$ cat config.mk
export PLATFORM = sky130hd
export DESIGN_NAME = block_sync_supervisor
export DESIGN_NICKNAME = d
export VERILOG_FILES = /design/src/rtl/pcs_sync_pkg.sv /design/src/rtl/sync_timer.sv /design/src/rtl/block_sync_supervisor.sv
export SDC_FILE = /design/constraint.sdc
export NUM_CORES = 1
export LEC_CHECK = 0
export CAP_MARGIN = 15
export CORE_AREA = 3 3 80 82
export CTS_CLUSTER_DIAMETER = 30
export DETAILED_ROUTE_END_ITERATION = 6
export DIE_AREA = 0 0 83 85
export PLACE_DENSITY_LB_ADDON = 0.2
export SLEW_MARGIN = 20
export SYNTH_ARGS = -nofsm -noshare
export SYNTH_HDL_FRONTEND = slang
export SYNTH_HIERARCHICAL = 1
export SYNTH_SLANG_ARGS = --single-unit
$ cat constraint.sdc
create_clock -name i_clock -period 4.62 [get_ports i_clock]
set_input_delay 0.924 -clock i_clock [delete_from_list [all_inputs] [get_ports i_clock]]
set_output_delay 0.924 -clock i_clock [all_outputs]
set_load 0.01 [all_outputs]
$ cat src/rtl/pcs_sync_pkg.sv
// pcs_sync_pkg: shared state encoding and default widths for the PCS block sync supervisor
package pcs_sync_pkg;
  localparam int NB_TIMER_DEF = 16;
  localparam int NB_STAT_DEF = 8;
  typedef enum logic [1:0] {
    IDLE    = 2'd0,
    ACQUIRE = 2'd1,
    STABLE  = 2'd2,
    LOCKED  = 2'd3
  } sync_state_t;
endpackage

$ cat src/rtl/sync_timer.sv
// sync_timer: clearable, enableable up-counter with compare-equal output
// i_clock  rising-edge clock
// i_reset  asynchronous active-low reset
// i_clear  synchronous clear to zero, wins over i_enable
// i_enable count up by one
// i_limit  compare value
// o_match  count equals i_limit
module sync_timer
  import pcs_sync_pkg::*;
#(
  parameter int NB_TIMER = NB_TIMER_DEF
) (
  input  logic                i_clock,
  input  logic                i_reset,
  input  logic                i_clear,
  input  logic                i_enable,
  input  logic [NB_TIMER-1:0] i_limit,
  output logic                o_match
);
  logic [NB_TIMER-1:0] count;
  always_ff @(posedge i_clock or negedge i_reset) begin
    if (!i_reset) count <= '0;
    else if (i_clear) count <= '0;
    else if (i_enable) count <= count + 1'b1;
  end
  assign o_match = count == i_limit;
endmodule

$ cat src/rtl/block_sync_supervisor.sv
// block_sync_supervisor: sequences per-lane block sync, restarts stuck lanes, reports stable all-lane lock
// i_clock / i_reset        rising-edge clock, asynchronous active-low reset
// i_enable, i_signal_ok    both high to run, either low forces IDLE
// i_block_lock             per-lane lock from the block sync instances
// i_acquire_limit          cycles allowed in ACQUIRE before restarting unlocked lanes
// i_stable_limit           cycles all lanes must hold lock in STABLE before LOCKED
// o_lane_enable            per-lane enable, all ones outside IDLE
// o_lane_restart           one-cycle resync pulse for lanes unlocked at acquire timeout
// o_all_locked, o_state    lock status and FSM state
// o_loss_cnt, o_restart_cnt saturating statistics, built only with BLOCK_SYNC_SUPERVISOR_STATS_EN
module block_sync_supervisor
  import pcs_sync_pkg::*;
#(
  parameter int N_LANES = 20,
  parameter int NB_TIMER = NB_TIMER_DEF,
  parameter int NB_STAT = NB_STAT_DEF
) (
  input  logic                i_clock,
  input  logic                i_reset,
  input  logic                i_enable,
  input  logic                i_signal_ok,
  input  logic [N_LANES-1:0]  i_block_lock,
  input  logic [NB_TIMER-1:0] i_acquire_limit,
  input  logic [NB_TIMER-1:0] i_stable_limit,
  output logic [N_LANES-1:0]  o_lane_enable,
  output logic [N_LANES-1:0]  o_lane_restart,
  output logic                o_all_locked,
  output logic [1:0]          o_state,
  output logic [NB_STAT-1:0]  o_loss_cnt,
  output logic [NB_STAT-1:0]  o_restart_cnt
);
  sync_state_t state, state_nxt;
  logic run, all_lock, tmatch, timeout, timer_run;
  logic [NB_TIMER-1:0] limit;
  assign run = i_enable & i_signal_ok;
  assign all_lock = &i_block_lock;
  assign limit = state == STABLE ? i_stable_limit : i_acquire_limit;
  // lock completion is checked first, so a timeout coinciding with full lock never restarts
  assign timeout = run && state == ACQUIRE && !all_lock && tmatch;
  // the timer only advances while still waiting; every exit or timeout clears it
  assign timer_run = run && !tmatch && ((state == ACQUIRE && !all_lock) || (state == STABLE && all_lock));
  sync_timer #(.NB_TIMER(NB_TIMER)) u_timer (
    .i_clock (i_clock),
    .i_reset (i_reset),
    .i_clear (!timer_run),
    .i_enable(timer_run),
    .i_limit (limit),
    .o_match (tmatch)
  );
  always_comb begin
    state_nxt = !run             ? IDLE :
                state == IDLE    ? ACQUIRE :
                state == ACQUIRE ? (all_lock ? STABLE : ACQUIRE) :
                state == STABLE  ? (!all_lock ? ACQUIRE : tmatch ? LOCKED : STABLE) :
                                   (all_lock ? LOCKED : ACQUIRE);
  end
  always_ff @(posedge i_clock or negedge i_reset) begin
    if (!i_reset) begin
      state          <= IDLE;
      o_lane_enable  <= '0;
      o_lane_restart <= '0;
      o_all_locked   <= 1'b0;
    end else begin
      state          <= state_nxt;
      o_lane_enable  <= {N_LANES{state_nxt != IDLE}};
      o_lane_restart <= timeout ? ~i_block_lock : '0;
      o_all_locked   <= state_nxt == LOCKED;
    end
  end
  assign o_state = state;
`ifdef BLOCK_SYNC_SUPERVISOR_STATS_EN
  logic loss;
  assign loss = run && state == LOCKED && !all_lock;
  always_ff @(posedge i_clock or negedge i_reset) begin
    if (!i_reset) begin
      o_loss_cnt    <= '0;
      o_restart_cnt <= '0;
    end else begin
      if (loss && !(&o_loss_cnt)) o_loss_cnt <= o_loss_cnt + 1'b1;
      if (timeout && !(&o_restart_cnt)) o_restart_cnt <= o_restart_cnt + 1'b1;
    end
  end
`else
  assign o_loss_cnt = '0;
  assign o_restart_cnt = '0;
`endif
endmodule

# Word-level counts from Yosys, hierarchy flattened
# Cells that the tools add are included.
# W data, S select, Z words.
[word_totals]
elab_cells = 36
in_bits = 56
output_inout_bits = 59
reg_bits = 40
[classes]
bitwise_logic = 2
muxes = 11
reduce_logical = 13
n_eq_ne = 4
n_addsub = 1
[op_table]
columns = ["op", "count"]
rows = [
  ["$mux W16", 2],
  ["$mux W20", 1],
  ["$not A20 Y20", 1],
  ["$reduce_and A20 Y1", 1],
  ["$add A16 B1 Y16 const B", 1],
  ["$eq A16 B16 Y1", 1],
  ["$mux W2", 7],
  ["$logic_and A1 B1 Y1", 7],
  ["$eq A2 B2 Y1 const B", 2],
  ["$eq A2 B1 Y1 const B", 1],
  ["$logic_not A1 Y1", 2],
  ["$logic_not A2 Y1", 1],
  ["$reduce_bool A2 Y1", 1],
  ["$and A1 B1 Y1", 1],
  ["$logic_or A1 B1 Y1", 1],
  ["$mux W1", 1],
]

# Logic depth before layout (Yosys ltp)
[depth]
depth_word = 10
mapped_depth = 14
mapped_depth_nobuf = 11

# Modules after synthesis
# Netlist, hierarchy kept.
[by_module_without_submodules]
columns = ["mod", "area_per_inst_um2", "seq_area_each_um2", "n_inst", "cells_each"]
rows = [
  ["block_sync_supervisor", 1308.8, 600.6, 1, 125],
  ["sync_timer", 1024.7, 400.4, 1, 104],
]

# Worst setup path after synthesis
# Ideal clock, no wire load.
[synth_path]
path_kind = "register to register"
start = "register state[1], in the netlist o_state[1]"
end = "register u_timer.count[14]"
path_stages_with_launch = 15
t_arrival_ns = 3.254
setup_slack_ns = 1.241
setup_time_ns = 0.125
required_time_ns = 4.495
synth_period_minus_slack_ns = 3.379
path_buffers = 3
path_cell_list = "dfrtp_1 nor2b_1 buf_2 buf_4 mux2_2 xnor2_1 nand4_1 nor4_1 nor3_1 mux2_2 buf_2 o211ai_1 nor4_4 nand3_2 mux2_4"
[synth_via]
elab_chain_len = 7
word_cells_on_any_way = 11
classes_between = "eq/ne (3); mux (2); reduce/logical (6)"
[synth_rtl]
columns = ["item", "line", "source"]
rows = [
  ["from (decl)", "block_sync_supervisor.sv:32", "sync_state_t state, state_nxt;"],
  ["from (signal assigned)", "block_sync_supervisor.sv:64", "state <= state_nxt;"],
  ["$eq A2 B2 Y1", "block_sync_supervisor.sv:37", "assign limit = state == STABLE ? i_stable_limit : i_acquire_limit;"],
  ["$mux W16", "block_sync_supervisor.sv:37", ""],
  ["named net limit[11]", "block_sync_supervisor.sv:34", "logic [NB_TIMER-1:0] limit;"],
  ["$eq A16 B16 Y1", "sync_timer.sv:26", "assign o_match = count == i_limit;"],
  ["named net tmatch", "block_sync_supervisor.sv:33", "logic run, all_lock, tmatch, timeout, timer_run;"],
  ["$logic_not A1 Y1", "block_sync_supervisor.sv:41", "assign timer_run = run && !tmatch && ((state == ACQUIRE && !all_lock) || (state == STABLE && all_lock));"],
  ["$logic_and A1 B1 Y1 (2 in series)", "block_sync_supervisor.sv:41", ""],
  ["named net timer_run", "block_sync_supervisor.sv:33", ""],
  ["$mux W16", "sync_timer.sv:23", "else if (i_clear) count <= '0;"],
  ["to (signal assigned)", "sync_timer.sv:24", "else if (i_enable) count <= count + 1'b1;"],
  ["to (decl)", "sync_timer.sv:20", "logic [NB_TIMER-1:0] count;"],
]
# The timed path passes the listed nets, and every way through them passes these cells.

# Final worst setup path
[layout_path]
start = "input port i_stable_limit[0]"
end = "register u_timer.count[14]"
[layout_via]
elab_chain_len = 6
[layout_rtl]
columns = ["item", "line", "source"]
rows = [
  ["from (decl)", "block_sync_supervisor.sv:24", "input logic [NB_TIMER-1:0] i_stable_limit,"],
  ["$mux W16", "block_sync_supervisor.sv:37", ""],
  ["named net limit[0]", "block_sync_supervisor.sv:34", ""],
  ["$eq A16 B16 Y1", "sync_timer.sv:26", ""],
  ["named net tmatch", "block_sync_supervisor.sv:33", ""],
  ["$logic_not A1 Y1", "block_sync_supervisor.sv:41", ""],
  ["$logic_and A1 B1 Y1 (2 in series)", "block_sync_supervisor.sv:41", ""],
  ["$mux W16", "sync_timer.sv:23", ""],
]
# The timed path passes the listed nets, and every way through them passes these cells.

==> impl_metrics.json <==
{
  "setup_tns_ns": 0,
  "finalClockSkew_ns": 0.007155,
  "hold_ws_ns": 0.5685,
  "row_count": 28,
  "power_density_nw_per_um2": 209.5,
  "critPathMaxStageDelay_ns": 0.65,
  "avgSynthCellArea_um2": 10.19,
  "layout.nets": 362,
  "max-slew-margin-rel": 0.4207,
  "final_common_cell": "clkdlybuf4s50_1",
  "gr-total-overflow": 0,
  "worstSetupPathType": "in2reg",
  "vdd_drop_max_mv": 0.1318,
  "drv_slew": 0,
  "grt_pass1_vias": 1803,
  "p_leak_uw": 0.001290,
  "critPathRequiredTime_ns": 4.79,
  "ioPinCount": 115,
  "final_antenna_net_count": 0,
  "synth_top_area_share": 0.4290,
  "synth_area_um2": 2333,
  "finalWeightedCongestion": 0.8066,
  "yosysWarnings": 6,
  "tritoncts": "done",
  "placed_area_um2": 3142,
  "placed_cells": 373,
  "rrSetupSlack_ns": 0.86,
  "cts_max_level": 2,
  "hold_class": "reg2reg",
  "cts_setup_buffers": 0,
  "synth.distinct_cells": 33,
  "cts.sinks": 40,
  "cp-start-kind": "primary input",
  "ctsHoldBuffers": 0,
  "die_x_um": 83,
  "worst-slew-pin-transition_ns": 0.8690,
  "rsz0062_at_grt": "false",
  "post-route-period-util": 0.8362,
  "synth_top_area_cell": "dfrtp_1",
  "cts_resized": 0,
  "fmax_ghz": 0.2589,
  "vias": 1737,
  "syn_inst": 229,
  "drt-total-wl_um": 5024,
  "synthFlopType": "dfrtp_1",
  "startpoint": "i_stable_limit[0]",
  "grt_max_degree": 41,
  "cp-endpoint": "u_timer/count[14]",
  "outcome": "finished clean",
  "root_buffer": "clkbuf_8",
  "cap_viol_max_count": 0,
  "final.min_clock_period_ns": 3.863,
  "seq_area_frac_synth": 0.4290,
  "clk_pin_slew_ns": 0.07,
  "fp.dieArea_um2": 7055,
  "drive_above_1_share": 0.1082,
  "grt_pass1_wl_um": 8611,
  "r2r_end": "u_timer/count[14]",
  "antenna_found_initial": 0,
  "reg2regPathDepth": 13,
  "post-dp-hpwl_um": 3939,
  "timing.rr.start": "o_state[1]",
  "yosys_register_bits": 40,
  "antenna_cells": 0,
  "numPortBuffers": 98,
  "critPathSlowestCell": "nor4_1",
  "grt_usage": 0.1524,
  "yosys-top-cells-area": "dfrtp_1, buf_4, xnor2_1",
  "drc_errors": 0,
  "arrival_ns": 4.04,
  "dp_slack_ns": 0.4434,
  "final_area_um2": 3223,
  "via_per_inst": 4.571,
  "hold_violations": 0,
  "drtIter0Drc": 92,
  "async_flop_share": 1.000,
  "setup_ws_ns": 0.7569,
  "synth-edff-count": 0,
  "core_area_um2": 5816,
  "path_max_fanout": 19,
  "final_cells": 380,
  "crit_chain": "clkdlybuf4s50_1 > mux2_2 > xnor2_1 > nand4_1 > nor4_1 > nor3_1 > mux2i_1 > buf_4 > o211ai_1 > nor4_4 > nand3_2 > mux2_4",
  "cts_buffers": 5,
  "final_cell_mix": "clkdlybuf4s50_1, dfrtp_1, nor2_1, xnor2_1, mux2_2",
  "cts_max_path_buffers": 2,
  "syn_to_final_growth_pct": 38.12,
  "routedWlPerCell_um": 13.22,
  "die_height_um": 85,
  "setup_viol": 0,
  "initial_core_util": 0.4012,
  "first_pass_iters": 4,
  "insertion_delay_ns": 0.29,
  "endpoint_kind": "flip-flop"
}
registers in the layout (all words and copies together) (netlist names):
name	flops
o_lane_enable	1
u_timer/count	16
o_lane_restart	20
o_state	2
o_all_locked	1
synthesized netlist by cell type (all sizes together) (2+ instances only):
master  instances
nor2b           2
clkbuf          2
inv             4
buf            44
a21oi           2
nor3            8
mux2           18
mux2i           2
nand2b          2
xnor2          24
nor2           36
xor2            4
nor4            5
o21ai           4
nand2           6
nand3           3
dfrtp          40
nand4          14
or3             2
worst min path at each step:
stage,endpoint,cells past startpoint,slack [ns],startpoint
after floorplan,u_timer/count[15],2,0.53,u_timer/count[15]
after global placement,u_timer/count[15],2,0.56,u_timer/count[15]
after detailed placement,u_timer/count[15],2,0.56,u_timer/count[15]
after CTS,u_timer/count[15],2,0.57,u_timer/count[15]
after global routing,u_timer/count[15],2,0.62,u_timer/count[15]
final,u_timer/count[15],2,0.57,u_timer/count[15]
layout make-up:
| class | count | area (µm²) |
|---|---|---|
| inverters | 4 | 15.01 |
| clock buffers | 5 | 68.82 |
| clock inverters | 2 | 12.51 |
| flip-flops and latches | 40 | 1001 |
| well taps | 75 | 93.84 |
| fillers | 520 | 2592 |
| multi-input cells | 154 | 1041 |
| repair buffers | 100 | 991.0 |
critical path: cells and delay by family:
family          cells  cell delay, ns
compound gates      1            0.20
mux                 3            0.74
simple gates        5            1.34
xor+xnor            1            0.17
buf+inv             2            0.66
routing by layer:
layer | vias to the layer above | part of all wire | track usage
li1 | 864 | - | -
met1 | 802 | 0.43 | 0.1897
met2 | 69 | 0.49 | 0.2500
met3 | 2 | 0.069 | 0.04854
met4 | 0 | 0.010 | 0.05349
met5 | - | 0 | 0
where the power goes:
| group | total, µW | internal (µW) | switching, µW |
|---|---|---|---|
| Sequential | 353 | 351 | 2.61 |
| Clock | 217 | 102 | 114 |
| Combinational | 105 | 67.2 | 38.3 |
| Total | 675 | 520 | 155 |
cell families after synthesis:
kind of cell,after synthesis,synth area share
AOI/OAI and AO/OA,10,0.03486
xor gates and xnor gates,28,0.1051
adders and majority gates,1,0.005361
buffers and inverters,50,0.1491
DFF,40,0.4290
muxes,20,0.09705
other,1,0.001607
and+or+nand+nor,79,0.1780
metrics by stage:
| step | total power [µW] | util |
|---|---|---|
| 2_1_floorplan | 412.6 | - |
| 3_3_place_gp | 465.6 | 0.5402 |
| 3_5_place_dp | 466.9 | 0.5402 |
| 4_1_cts | 686.0 | 0.5542 |
| 5_1_grt | 713.3 | 0.5542 |
| 6_report | 675.3 | 0.5542 |
(Power assumes the default switching activity.)
